--- src/rtl/byte_fetch_sequencer.sv ---
// Byte-serial fetch sequencer: reads BYTES consecutive bytes from a latched PC and assembles them into a word.
// Build option: define BYTE_SEQ_BIG_ENDIAN_EN to place the first-fetched byte in the MSB lane.
module byte_fetch_sequencer #(
  parameter  int N     = 32,
  parameter  int BYTES = 4,
  localparam int CW    = $clog2(BYTES)
) (
  input  logic               i_clk,
  input  logic               i_rst,
  input  logic               i_start,
  input  logic [N-1:0]       i_pc,
  input  logic [7:0]         i_mem_data,
  input  logic               i_mem_ready,
  output logic [N-1:0]       o_addr,
  output logic               o_rd,
  output logic [CW-1:0]      o_count,
  output logic [8*BYTES-1:0] o_word,
  output logic               o_busy,
  output logic               o_done
);

  typedef enum logic [1:0] {
    IDLE  = 2'd0,
    FETCH = 2'd1,
    DONE  = 2'd2
  } state_t;

  localparam logic [CW-1:0] LAST = CW'(BYTES - 1);

  state_t                  state_q, state_d;
  logic [N-1:0]            base_q,  base_d;
  logic [CW-1:0]           count_q, count_d;
  logic [BYTES-1:0][7:0]   asm_q,   asm_d;
  logic [BYTES-1:0][7:0]   asm_ins;
  logic [8*BYTES-1:0]      word_q,  word_d;
  logic [CW-1:0]           slot;

  // Byte lane that the current beat lands in.
`ifdef BYTE_SEQ_BIG_ENDIAN_EN
  assign slot = LAST - count_q;
`else
  assign slot = count_q;
`endif

  always_comb begin
    // NOTE: every signal driven here gets a default first, so no path can infer a latch.
    state_d = state_q;
    base_d  = base_q;
    count_d = count_q;
    asm_d   = asm_q;
    word_d  = word_q;

    // Assembly including the byte on the bus; the final beat publishes this directly.
    asm_ins       = asm_q;
    asm_ins[slot] = i_mem_data;

    unique case (state_q)
      IDLE: begin
        count_d = '0;
        if (i_start) begin
          base_d  = i_pc;
          state_d = FETCH;
        end
      end

      FETCH: begin
        if (i_mem_ready) begin
          asm_d = asm_ins;
          if (count_q == LAST) begin
            word_d  = asm_ins;
            count_d = '0;
            state_d = DONE;
          end else begin
            count_d = count_q + 1'b1;
          end
        end
      end

      DONE: state_d = IDLE;

      default: begin
        state_d = IDLE;
        count_d = '0;
      end
    endcase
  end

  always_ff @(posedge i_clk) begin
    // NOTE: sequential state uses non-blocking assignments so every register samples pre-edge values.
    if (i_rst) begin
      state_q <= IDLE;
      base_q  <= '0;
      count_q <= '0;
      // NOTE: the assembly register is small and reset explicitly, so an abandoned fetch leaves no stale bytes.
      asm_q   <= '0;
      word_q  <= '0;
    end else begin
      state_q <= state_d;
      base_q  <= base_d;
      count_q <= count_d;
      asm_q   <= asm_d;
      word_q  <= word_d;
    end
  end

  // Address wraps modulo 2^N by plain truncation of the sum.
  assign o_addr  = base_q + N'(count_q);
  assign o_count = count_q;
  assign o_word  = word_q;
  assign o_rd    = (state_q == FETCH);
  assign o_busy  = (state_q != IDLE);
  assign o_done  = (state_q == DONE);

endmodule

--- config.mk ---
export PLATFORM = sky130hd
export DESIGN_NAME = byte_fetch_sequencer
export DESIGN_NICKNAME = d
export VERILOG_FILES = /design/src/rtl/byte_fetch_sequencer.sv
export SDC_FILE = /design/constraint.sdc
export NUM_CORES = 1
export LEC_CHECK = 0
export CORE_MARGIN = 2
export CORE_UTILIZATION = 30
export DETAILED_ROUTE_END_ITERATION = 8
export GPL_TIMING_DRIVEN = 0
export SLEW_MARGIN = 15
export SYNTH_ARGS = -nofsm -noshare
export SYNTH_HDL_FRONTEND = slang
export SYNTH_SLANG_ARGS = --single-unit
--- constraint.sdc ---
create_clock -name i_clk -period 4.35 [get_ports i_clk]
set_input_delay 0.87 -clock i_clk [delete_from_list [all_inputs] [get_ports i_clk]]
set_output_delay 0.87 -clock i_clk [all_outputs]
set_load 0.03 [all_outputs]
# Word level (Yosys, flattened, before mapping)

Index checks and enable logic that the tools add are counted.

Word-level logic and storage cells: 37
Output and inout port bits: 69
Register bits: 100

Equality and inequality tests: 6
Reductions and logical operators: 8
Multiplexer cells: 10
Bitwise operators: 1
Add/sub/neg operators: 2
$lt $le $gt $ge: 2

Operator list:

| kind                  | number |
|---|---|
| $add A32 B2 Y32       | 1 |
| $bwmux W32            | 1 |
| $demux W8 S2          | 1 |
| $mux W2               | 5 |
| $mux W8               | 1 |
| $pmux W2 S2           | 2 |
| $reduce_and A2 Y1     | 3 |
| $reduce_and A3 Y1     | 2 |
| $eq A2 B2 Y1 const B  | 2 |
| $ne A2 B2 Y1 const B  | 2 |
| $lt A2 B3 Y1 const B  | 1 |
| $add A2 B1 Y2 const B | 1 |
| $eq A2 B1 Y1 const B  | 1 |
| $ge A2 B1 Y1 const B  | 1 |
| $logic_not A2 Y1      | 1 |
| $ne A2 B1 Y1 const B  | 1 |
| $reduce_bool A2 Y1    | 1 |
| $logic_and A1 B1 Y1   | 1 |
| $not A1 Y1            | 1 |

# Depth between registers and ports, before layout

Depth in word-level cells: 5
Mapped depth: 7

# Worst setup path before layout

Ideal clock, no wire load.

Path kind: register to output
From: register count_q[0], in the netlist o_count[0]
To: output o_addr[26]
Arrival: 2.510 ns
Stages on the path, launching flop included: 7
Path buffers: 0
Path slack: 0.970 ns
Path through: dfxtp_1 -> ha_1 -> inv_1 -> fa_1 -> nor4_4 -> nand4_1 -> xnor2_1

Word-level cells in the longest chain between the ends: 1

Ends and longest elaborated chain:

| item                   | RTL line | RTL |
|---|---|---|
| from (decl)            | 32       | `logic [CW-1:0] count_q, count_d;` |
| from (signal assigned) | 100      | `count_q <= count_d;` |
| $add A32 B2 Y32        | 107      | `assign o_addr = base_q + N'(count_q);` |
| to (decl)              | 14       | `output logic [N-1:0] o_addr,` |

No other way between the ends.

# Final worst setup path

Same ends and word-level chain as after synthesis.

==> flow_metrics.env <==
export IMPL_ant_nets=0
export IMPL_ys_flop_type="dfxtp_1"
export IMPL_clockPowerShare=0.436
export IMPL_place_hpwl_mm=8.802
export IMPL_arrival_ns=3.06
export IMPL_slew_viol_final=0
export IMPL_diodes=0
export IMPL_yosysUniqueCellTypes=31
export IMPL_regToRegSetupSlack_ns=2.38
export IMPL_swShare=0.2519
export IMPL_wirelength_mm=11.75
export IMPL_drive_above_1_share=0.05164
export IMPL_min_path_cells=2
export IMPL_finalPower_mw=1.996
export IMPL_grt_pass1_vias=3786
export IMPL_crit_type="flip-flop to primary output"
export IMPL_core_area_um2=13400
export IMPL_synth_nets=562
export IMPL_seq_area_frac_synth=0.4436
export IMPL_slew_headroom=0.5559
export IMPL_post_dp_cell_area_um2=5483
export IMPL_period_share=0.9040
export IMPL_drcViolationCount=0
export IMPL_power_density_nw_per_um2=342.9
export IMPL_fin_cells=815
export IMPL_die_x_um=121.6
export IMPL_synth_cell_area_um2=4151
export IMPL_finalInstanceArea_um2=5821
export IMPL_holdWs_ns=0.4565
export IMPL_htree_levels=3
export IMPL_routed_via_density=4.696
export IMPL_min_to="asm_q[21]"
export IMPL_fmax_mhz=254.3
export IMPL_dieHeight_um=121.6
export IMPL_pre_cts_ws_ns=0.4979
export IMPL_wl_per_cell_um=14.42
export IMPL_cts_hold_buf=0
export IMPL_antenna_found_initial=0
export IMPL_p_leak_nw=2.047
export IMPL_area_growth_pct=40.20
export IMPL_utilization=0.4344
export IMPL_avgSynthCellArea_um2=8.124
export IMPL_gp_congestion=0.8240
export IMPL_layout_setup_ws_ns=0.4177
export IMPL_rsz0062_at_grt="no"
export IMPL_worstPathRequired_ns=3.48
export IMPL_dp_cells=798
export IMPL_layout_min_cycle_time_ns=3.932
export IMPL_setup_viol=0
export IMPL_mostFrequentLayoutCells="nand2_1 (141), clkdlybuf4s50_1 (111), dfxtp_1 (92)"
export IMPL_final_common_cell="nand2_1"
export IMPL_start_kind="flip-flop"
export IMPL_ys_warn_count=0
export IMPL_clk_pin_slew_ns=0.07
export IMPL_outcome="finished, final reports clean"
export IMPL_via_count=3827
export IMPL_setup_tns_final_ns=0
export IMPL_holdCritPathClass="flip-flop to flip-flop"
export IMPL_finalHoldViolations=0
export IMPL_p_switching_mw=0.5027
export IMPL_start_util=0.3098
export IMPL_grt_overflow=0
export IMPL_cts_tree="built"
export IMPL_io_pins=113
export IMPL_fin_nets=685
export IMPL_grt_use_total=0.1602
export IMPL_reg2reg_to="asm_q[18]"
export IMPL_portBuffers=111
export IMPL_p_seq_frac=0.446
export IMPL_rows=42
export IMPL_synth_edf_count=0
export IMPL_cts_sinks=92
export IMPL_r2r_start="o_count[0]"
export IMPL_grt_first_pass_wirelength_mm=18.53
export IMPL_clk_latency_ns=0.34
export IMPL_skew_ns=0.007660
export IMPL_cts_root_buf="clkbuf_16"
export IMPL_cts_buffer_depth=2
export IMPL_maxCapViolCount=0
export IMPL_synth_seq_cells=92
export IMPL_async_flop_share=0
export IMPL_end_kind="primary output"
export IMPL_worst_r2r_path_depth=6
export IMPL_min_from="asm_q[21]"
export IMPL_p_int_mw=1.493
export IMPL_dr_pass1_iters=4
export IMPL_cts_buffers=9
export IMPL_peakVddDrop_v=0.0002389
export IMPL_die_area_um2=14800
export IMPL_worstPathMaxFanout=10
export IMPL_grt_max_degree=17
export IMPL_power_frac_comb=0.119
export IMPL_synthCells=511
export IMPL_worstMarginPinSlew_ns=0.6662
export IMPL_first_iter_violations=112
-- repair_timing --
| action | CTS | global route |
|---|---|---|
| resized for setup | 0 | 0 |
| endpoints found under the setup margin | 0 | 8 |
| buffers inserted | 0 | 1 |
-- layer usage --
layer,wire length [um],track usage,share of wire
met5,0,0,0
met4,115,0.03448,0.0098
met3,897,0.05852,0.076
met2,5454,0.2686,0.46
met1,5284,0.1976,0.45
-- final cells by class --
| type | instances | area (um^2) |
|---|---|---|
| tap | 176 | 220.2 |
| buffer | 35 | 147.6 |
| fill | 1332 | 7580 |
| sequential | 92 | 1842 |
| multi-input combinational | 378 | 2140 |
| timing repair buffer | 112 | 1119 |
| clock buffer | 10 | 239.0 |
| inverter | 6 | 22.52 |
| clock inverter | 6 | 91.34 |
-- cell usage after synthesis, types with 2 or more instances --
| cell | instances | area, um^2 |
|---|---|---|
| mux2i_1 | 24 | 240.2 |
| ha_1 | 6 | 75.07 |
| nor2_1 | 33 | 123.9 |
| xor2_1 | 5 | 43.79 |
| nor2b_1 | 2 | 12.51 |
| a21oi_1 | 65 | 325.3 |
| nand2_1 | 141 | 529.3 |
| buf_1 | 4 | 15.01 |
| inv_1 | 6 | 22.52 |
| clkbuf_1 | 20 | 75.07 |
| xnor2_1 | 25 | 219.0 |
| and4_1 | 5 | 43.79 |
| a22oi_1 | 2 | 15.01 |
| and2_1 | 3 | 18.77 |
| dfxtp_1 | 92 | 1842 |
| nand3_1 | 13 | 65.06 |
| a211oi_1 | 24 | 180.2 |
| o21ai_0 | 2 | 10.01 |
| and3_1 | 9 | 56.30 |
| buf_2 | 10 | 50.05 |
| nand4_1 | 10 | 62.56 |
-- worst max-delay path, stage by stage, from the launching register on --
cell and delay [ns]:
dfxtp_1 0.45, ha_1 0.22, inv_1 0.06, fa_1 0.49, nor4_4 0.23, buf_4 0.22, nand4_1 0.13, xnor2_1 0.20
clkdlybuf4s50_1 0.72
-- cells by family (layout without fill, tap and decap cells) --
family                   after synthesis  count (layout)  synth area share
buffers and inverters                 41             169           0.04099
AND/OR/NAND/NOR                      223             223            0.2417
adder cells (fa/ha/maj)                7               7           0.02291
multiplexers                          24              24           0.05787
AO/OA/AOI/OAI                         94              94            0.1296
XOR/XNOR                              30              30           0.06329
flip-flops                            92              92            0.4436
-- worst max-delay path by stage --
stage / from / end / slack [ns]
6_report: o_count[0] / o_addr[26] / 0.42
5_1_grt: o_count[0] / o_addr[18] / 0.27
4_1_cts: o_count[0] / o_addr[26] / 0.11
3_5_place_dp: o_count[0] / o_addr[28] / 0.50
3_3_place_gp: o_count[0] / o_addr[26] / 0.47
2_1_floorplan: o_count[0] / o_addr[26] / 0.97
-- power by group through the flow --
stage          combinational [mW]  sequential, mW  clock [mW]
6_report                    0.237           0.890       0.869
5_1_grt                     0.257           0.893       0.917
2_1_floorplan               0.124           0.904           0
4_1_cts                     0.239           0.890       0.882
3_5_place_dp                0.237           0.909           0
3_3_place_gp                0.235           0.907           0
-- registers in the layout (all words and copies together), names as in the netlist --
signal / cells
asm_q: 24
o_count: 2
o_word: 32
state_q: 2
base_q: 32
Power figures use the tool's default switching activity.
==> RTL edit 1: new RTL, config.mk and constraints unchanged <==
Add a define of `BYTE_SEQ_BIG_ENDIAN_EN`.
--- a/src/rtl/byte_fetch_sequencer.sv
+++ b/src/rtl/byte_fetch_sequencer.sv
@@ -1,5 +1,7 @@
 // Byte-serial fetch sequencer: reads BYTES consecutive bytes from a latched PC and assembles them into a word.
 // Build option: define BYTE_SEQ_BIG_ENDIAN_EN to place the first-fetched byte in the MSB lane.
+`define BYTE_SEQ_BIG_ENDIAN_EN
+
 module byte_fetch_sequencer #(
   parameter  int N     = 32,
   parameter  int BYTES = 4,
Function: changed (Yosys sat finds a counterexample within 10 cycles, from zero or initial values and one cycle with i_rst high).
==> RTL edit 1 against the unedited design <==
  * First-iteration DRC count grew 100%
  * Design area grew 0.24%
  * Critical path depth grew 1
  * Clock power shrank 3.1%
  * Routed wire length grew 4.5%
  * Non-clock buffer count is the same
  * Utilization shrank 0.91 points
  * Power shrank 1.4%
  * Sequential cell count is the same
  * Synthesized area grew 0.42%
  * Setup slack lost 0.19 ns
  * Critical endpoint is now o_addr[24]
==> RTL edit 1: results (changes against the unedited design) <==
Global route
The wire length of the first global-routing pass came to 19.2 mm (+3.5%). The total track usage is 16.6% (+0.60 points). The number of antenna violations at the first check in global routing is 0 (unchanged). The via count of the first global-routing pass is 3820 (+0.90%). The largest net degree at the start of global routing is 16 (-1).

Power and ir drop
The total leakage power is 2.11 nW (+3.2%). The worst-case vdd ir drop was 153 uV (-36%).

Logic synthesis
The fraction of registers with async set or reset after synthesis came to 0% (unchanged). The synthesized netlist net count came to 570 (+1.4%). By count the netlist is led by nand2_1 (141), dfxtp_1 (92), a21oi_1 (66). The number of synthesis warnings is 0 (unchanged). The unique cell type count in the Yosys netlist is 31 (unchanged). Yosys attributes the largest share of cell area to dfxtp_1 (44%), nand2_1 (13%), a21oi_1 (7.9%). The part of the Yosys area used for sequential elements is 44.2% (-0.19 points).

Critical path
The arrival time of data at the critical path endpoint is 3.25 ns (+0.19 ns). The largest fanout of any net on the critical path came to 9 (-1).

Placed design
The number of buffer cells added on primary ports came to 111 (unchanged). The placer's final routability congestion estimate is 0.817 (-0.85%). The minimum setup slack after placement was 0.400 ns (-0.0979 ns). The estimated wirelength of the detail-placed design was 9.21 mm (+4.6%).

Clock tree
The number of gates resized after CTS was 1 (+1). The CTS clock-pin slew for the worst setup and hold paths came to 0.07 ns (about the same). The latest clock arrival within the worst-skew pair is 0.34 ns (about the same). The level count of the clock H-tree is 3 (unchanged).

In this run the clock root is driven by a clkbuf_16. The largest buffer count on any clock path is 2 (unchanged). The number of buffers created by CTS is 9 (unchanged). The count of buffers added by post-CTS timing repair for setup is 0 (unchanged).

Hold path
The min-delay analysis places its worst path in the category reg -> reg.

Routing
The initial DRC count is 224 (+100%). The routed length per placed instance is 14.9 um (+3.2%). The number of iterations in the first detailed-routing pass is 5 (+1). The via density per instance is 4.80 (+2.2%).

Status
The run finished with clean final reports.

Cells and area
The number of antenna repair diodes is 0 (unchanged). The number of nets at the end of the flow was 692 (+1.0%). The ratio of cells with drive above 1 in the final layout was 4.19% (-0.98 points).

Timing
The count of endpoints failing setup in the final report is 0 (unchanged). The final setup TNS came to 0 ns (unchanged). The worst-case clock skew is 0.00695 ns (-0.000706 ns).

The headroom to the max-slew limit is 54.9% (-0.68 points).
[RTL edit 1: changes by cell type in the layout (fill, tap and decap cells not counted), moves of 4 or more]
cell | before | now
nor3_1 | 0 | 5
xnor2_1 | 25 | 9
nand4_1 | 10 | 6
clkbuf_1 | 20 | 27
clkdlybuf4s50_1 | 111 | 107
xor2_1 | 5 | 21
nor4_2 | 0 | 5
buf_2 | 10 | 3
[RTL edit 1: cell type report]
class,instances,area (um^2)
buffer,36,146
clock buffer,10,229
clock inverter,5,85.1
fill,1394,7890
inverter,9,33.8
multi-input combinational,382,2160
sequential,92,1840
tap,180,225
timing repair buffer,111,1120
[RTL edit 1: metal layers]
layer / part of all wire [%] / GRT usage [%] / up-vias
li1: - / - / 1994
met3: 5.8 / 3.51 / 11
met5: 0 / 0 / -
met2: 48 / 26.8 / 97
met1: 45 / 22.0 / 1858
met4: 1.5 / 5.75 / 0
[RTL edit 1: worst paths after layout]
check / start / end / slack, ns / depth (start not counted)
setup / recovery: o_count[0]$_SDFFE_PP0P_ / o_addr[24] / 0.23 / 9
setup reg to reg: o_count[0]$_SDFFE_PP0P_ / asm_q[8]$_SDFFE_PP0P_ / 2.27 / 7
hold reg to reg: asm_q[10]$_SDFFE_PP0P_ / asm_q[10]$_SDFFE_PP0P_ / 0.45 / 2
hold / removal: asm_q[10]$_SDFFE_PP0P_ / asm_q[10]$_SDFFE_PP0P_ / 0.45 / 2
[RTL edit 1: critical path, stage by stage, from the launching register on]
cell	delay, ns
dfxtp_1	0.46
ha_1	0.21
inv_1	0.06
fa_1	0.40
and3b_1	0.23
clkbuf_1	0.25
nand2_2	0.22
nor3_1	0.22
xnor2_1	0.15
clkdlybuf4s50_1	0.69
[RTL edit 1: kinds of logic (layout without fill, tap and decap cells)]
group,count (synthesis),in the layout,synth area share [%]
compound gates,94,94,12.8
fa+ha+maj,7,7,2.28
flops,92,92,44.2
mux,24,24,5.76
buf+inv,45,171,4.32
xor+xnor,30,30,6.30
simple gates,227,227,24.3
[RTL edit 1: power by group]
group	internal, mW	leakage [nW]	switching, mW	total (mW)
combinational	0.101	1.22	0.135	0.236
sequential	0.865	0.747	0.0256	0.890
clock	0.504	0.149	0.338	0.842
[RTL edit 1: stage by stage]
step | cell area [um^2] | total power [mW] | std cells | hold slack, ns
floorplan | 4170 | 1.03 | 519 | 0.436
global placement | 5510 | 1.14 | 810 | 0.441
detailed placement | 5510 | 1.15 | 810 | 0.447
CTS | 5820 | 1.98 | 825 | 0.455
global route | 5830 | 2.04 | 825 | 0.474
finish | 5830 | 1.97 | 825 | 0.454
==> RTL edit 2: new RTL, same flow settings <==
Made on the original files. The 3 states of `state_t` get a one-hot encoding in 3 bits.
--- a/src/rtl/byte_fetch_sequencer.sv
+++ b/src/rtl/byte_fetch_sequencer.sv
@@ -19,10 +19,10 @@
   output logic               o_done
 );
 
-  typedef enum logic [1:0] {
-    IDLE  = 2'd0,
-    FETCH = 2'd1,
-    DONE  = 2'd2
+  typedef enum logic [2:0] {
+    IDLE  = 3'b001,
+    FETCH = 3'b010,
+    DONE  = 3'b100
   } state_t;
 
   localparam logic [CW-1:0] LAST = CW'(BYTES - 1);
Check against the original RTL: same outputs for any inputs over 4 cycles, from zero or initial values and one cycle with i_rst high; so few cycles prove little.
==> RTL edit 2 against the unedited design <==
  * Maximum frequency shrank 6.2%
  * Worst hold slack worse by 0.0022 ns
  * Critical endpoint is now o_addr[20]
  * Power down 6.2%
  * Sequential cell count grew 1
  * Die area is 1.5% higher
  * Setup slack worse by 0.26 ns
  * Sequential power up 0.9%
  * Clock power shrank 14%
  * Combinational power decreased by 3%
  * Global-route usage increased by 0.66 points
  * Highest routed layer unchanged
  * Critical path type unchanged
  * First-iteration DRC count up 33%
  * Routed wire length up 5.8%
  * Design area rose by 0.41%
  * Synthesized area increased by 1.6%
==> RTL edit 2: results (changes against the unedited design) <==
Status
The run finished with clean final reports.

Routing
The routed length per placed instance came to 15.1 um (+4.9%). The via density per instance was 4.85 (+3.2%). The initial DRC count was 149 (+33%).

Critical path
The worst reg2reg path endpoint is o_word[6]$_SDFFE_PP0P_. The largest incremental delay on the critical path is 0.69 ns (-0.03 ns). The arrival time of data at the critical path endpoint is 3.32 ns (+0.26 ns). The largest fanout of any net on the critical path was 7 (-3).

The startpoint of the lowest-slack register-to-register path is o_count[1]$_SDFFE_PP0P_.

Power and ir drop
The net load switching power is 0.492 mW (-2.1%). The total leakage power is 2.05 nW (about the same). The worst-case vdd ir drop is 173 uV (-28%).

Logic synthesis
After synthesis, the most frequently instantiated cells are nand2_1 (120), dfxtp_1 (93), a21oi_1 (65). Yosys attributes the largest share of cell area to dfxtp_1 (44%), nand2_1 (11%), a21oi_1 (7.7%). The part of the Yosys area used for sequential elements is 44.1% (-0.22 points). The average cell area after synthesis is 8.19 um^2 (+0.81%).

Global route
The met2 track utilization from global routing was 25.6% (-1.3 points). The met1 track demand over resource is 21.5% (+1.8 points). The met3 capacity usage during global routing is 3.95% (-1.9 points).

The wire length of the first global-routing pass is 19.2 mm (+3.4%). The total overflow reported by the global router is 0 (unchanged). The largest net degree at the start of global routing is 16 (-1). The total track usage is 16.7% (+0.66 points).

Placed design
The estimated wirelength of the detail-placed design was 9.43 mm (+7.2%). The placer's final routability congestion estimate is 0.836 (+1.4%). The count of placed standard cells including taps is 806 (+1.0%). The minimum setup slack after placement is 0.465 ns (-0.0326 ns).

Cells and area
The number of nets at the end of the flow is 688 (+0.44%). The ratio of cells with drive above 1 in the final layout was 4.83% (-0.34 points). The number of inserted filler cells in the final layout is 1357 (+1.9%).

Timing
The headroom to the max-slew limit came to 58.1% (+2.5 points). The worst-case hold slack came to 0.454 ns (-0.00221 ns). The worst-case clock skew was 0.00912 ns (+0.00146 ns).

Hold path
The sink of the worst hold path is asm_q[4]$_SDFFE_PP0P_.
RTL edit 2: cell count changes after synthesis, moves of 3 or more:
cell	delta
and3_1	-3
nor3b_1	+3
nand2_1	-21
clkbuf_1	+5
inv_1	+3
and4_1	-3
nand3_1	+23
RTL edit 2: cells by family after synthesis:
family / synth area share (%)
mux: 5.70
buf+inv: 4.39
compound gates: 12.9
flops: 44.1
simple gates: 24.4
fa+ha+maj: 2.25
xor+xnor: 6.23
RTL edit 2: worst max path at each step:
stage,start,to
2_1_floorplan,o_count[0]$_SDFFE_PP0P_,o_addr[20]
6_report,o_count[0]$_SDFFE_PP0P_,o_addr[20]
4_1_cts,o_count[0]$_SDFFE_PP0P_,o_addr[14]
5_1_grt,o_count[0]$_SDFFE_PP0P_,o_addr[16]
3_3_place_gp,o_count[0]$_SDFFE_PP0P_,o_addr[14]
3_5_place_dp,o_count[0]$_SDFFE_PP0P_,o_addr[14]
RTL edit 2: through the flow:
stage	util (%)	instance area, um^2
finish	42.3	5840
floorplan	-	4220
global placement	40.2	5550
global route	42.3	5840
detailed placement	40.2	5550
CTS	42.2	5830
RTL edit 2: routing by layer:
metal | part of all wire (%) | wire, um
met1 | 44 | 5480
met2 | 47 | 5790
met3 | 5.8 | 715
met4 | 3.5 | 437
met5 | 0 | 0
RTL edit 2: worst register-to-register path, stage by stage (launching register included):
cell and delay [ns]:
dfxtp_1 0.37, inv_1 0.15, ha_1 0.17, clkbuf_1 0.40, clkbuf_1 0.42, mux2i_1 0.30
a211oi_1 0.11
RTL edit 2: area by class of cell:
class / instances / area share [%]
clock buffer: 12 / 4.22
tap: 180 / 3.85
timing repair buffer: 111 / 19.1
buffer: 37 / 2.59
sequential: 93 / 31.9
clock inverter: 4 / 0.557
multi-input combinational: 376 / 37.3
inverter: 9 / 0.578
RTL edit 2: power groups by stage:
| stage | registers, mW | clock network (mW) | logic [mW] |
|---|---|---|---|
| 3_5_place_dp | 0.917 | 0 | 0.231 |
| 3_3_place_gp | 0.915 | 0 | 0.230 |
| 5_1_grt | 0.901 | 0.805 | 0.249 |
| 2_1_floorplan | 0.911 | 0 | 0.119 |
| 6_report | 0.898 | 0.744 | 0.231 |
| 4_1_cts | 0.898 | 0.763 | 0.232 |
RTL edit 2: timing repair:
item                       in CTS  in global routing
setup endpoints to repair       0                  7
gates resized for setup         0                  2
hold buffers                    0                  0
hold endpoints to repair        0                  0
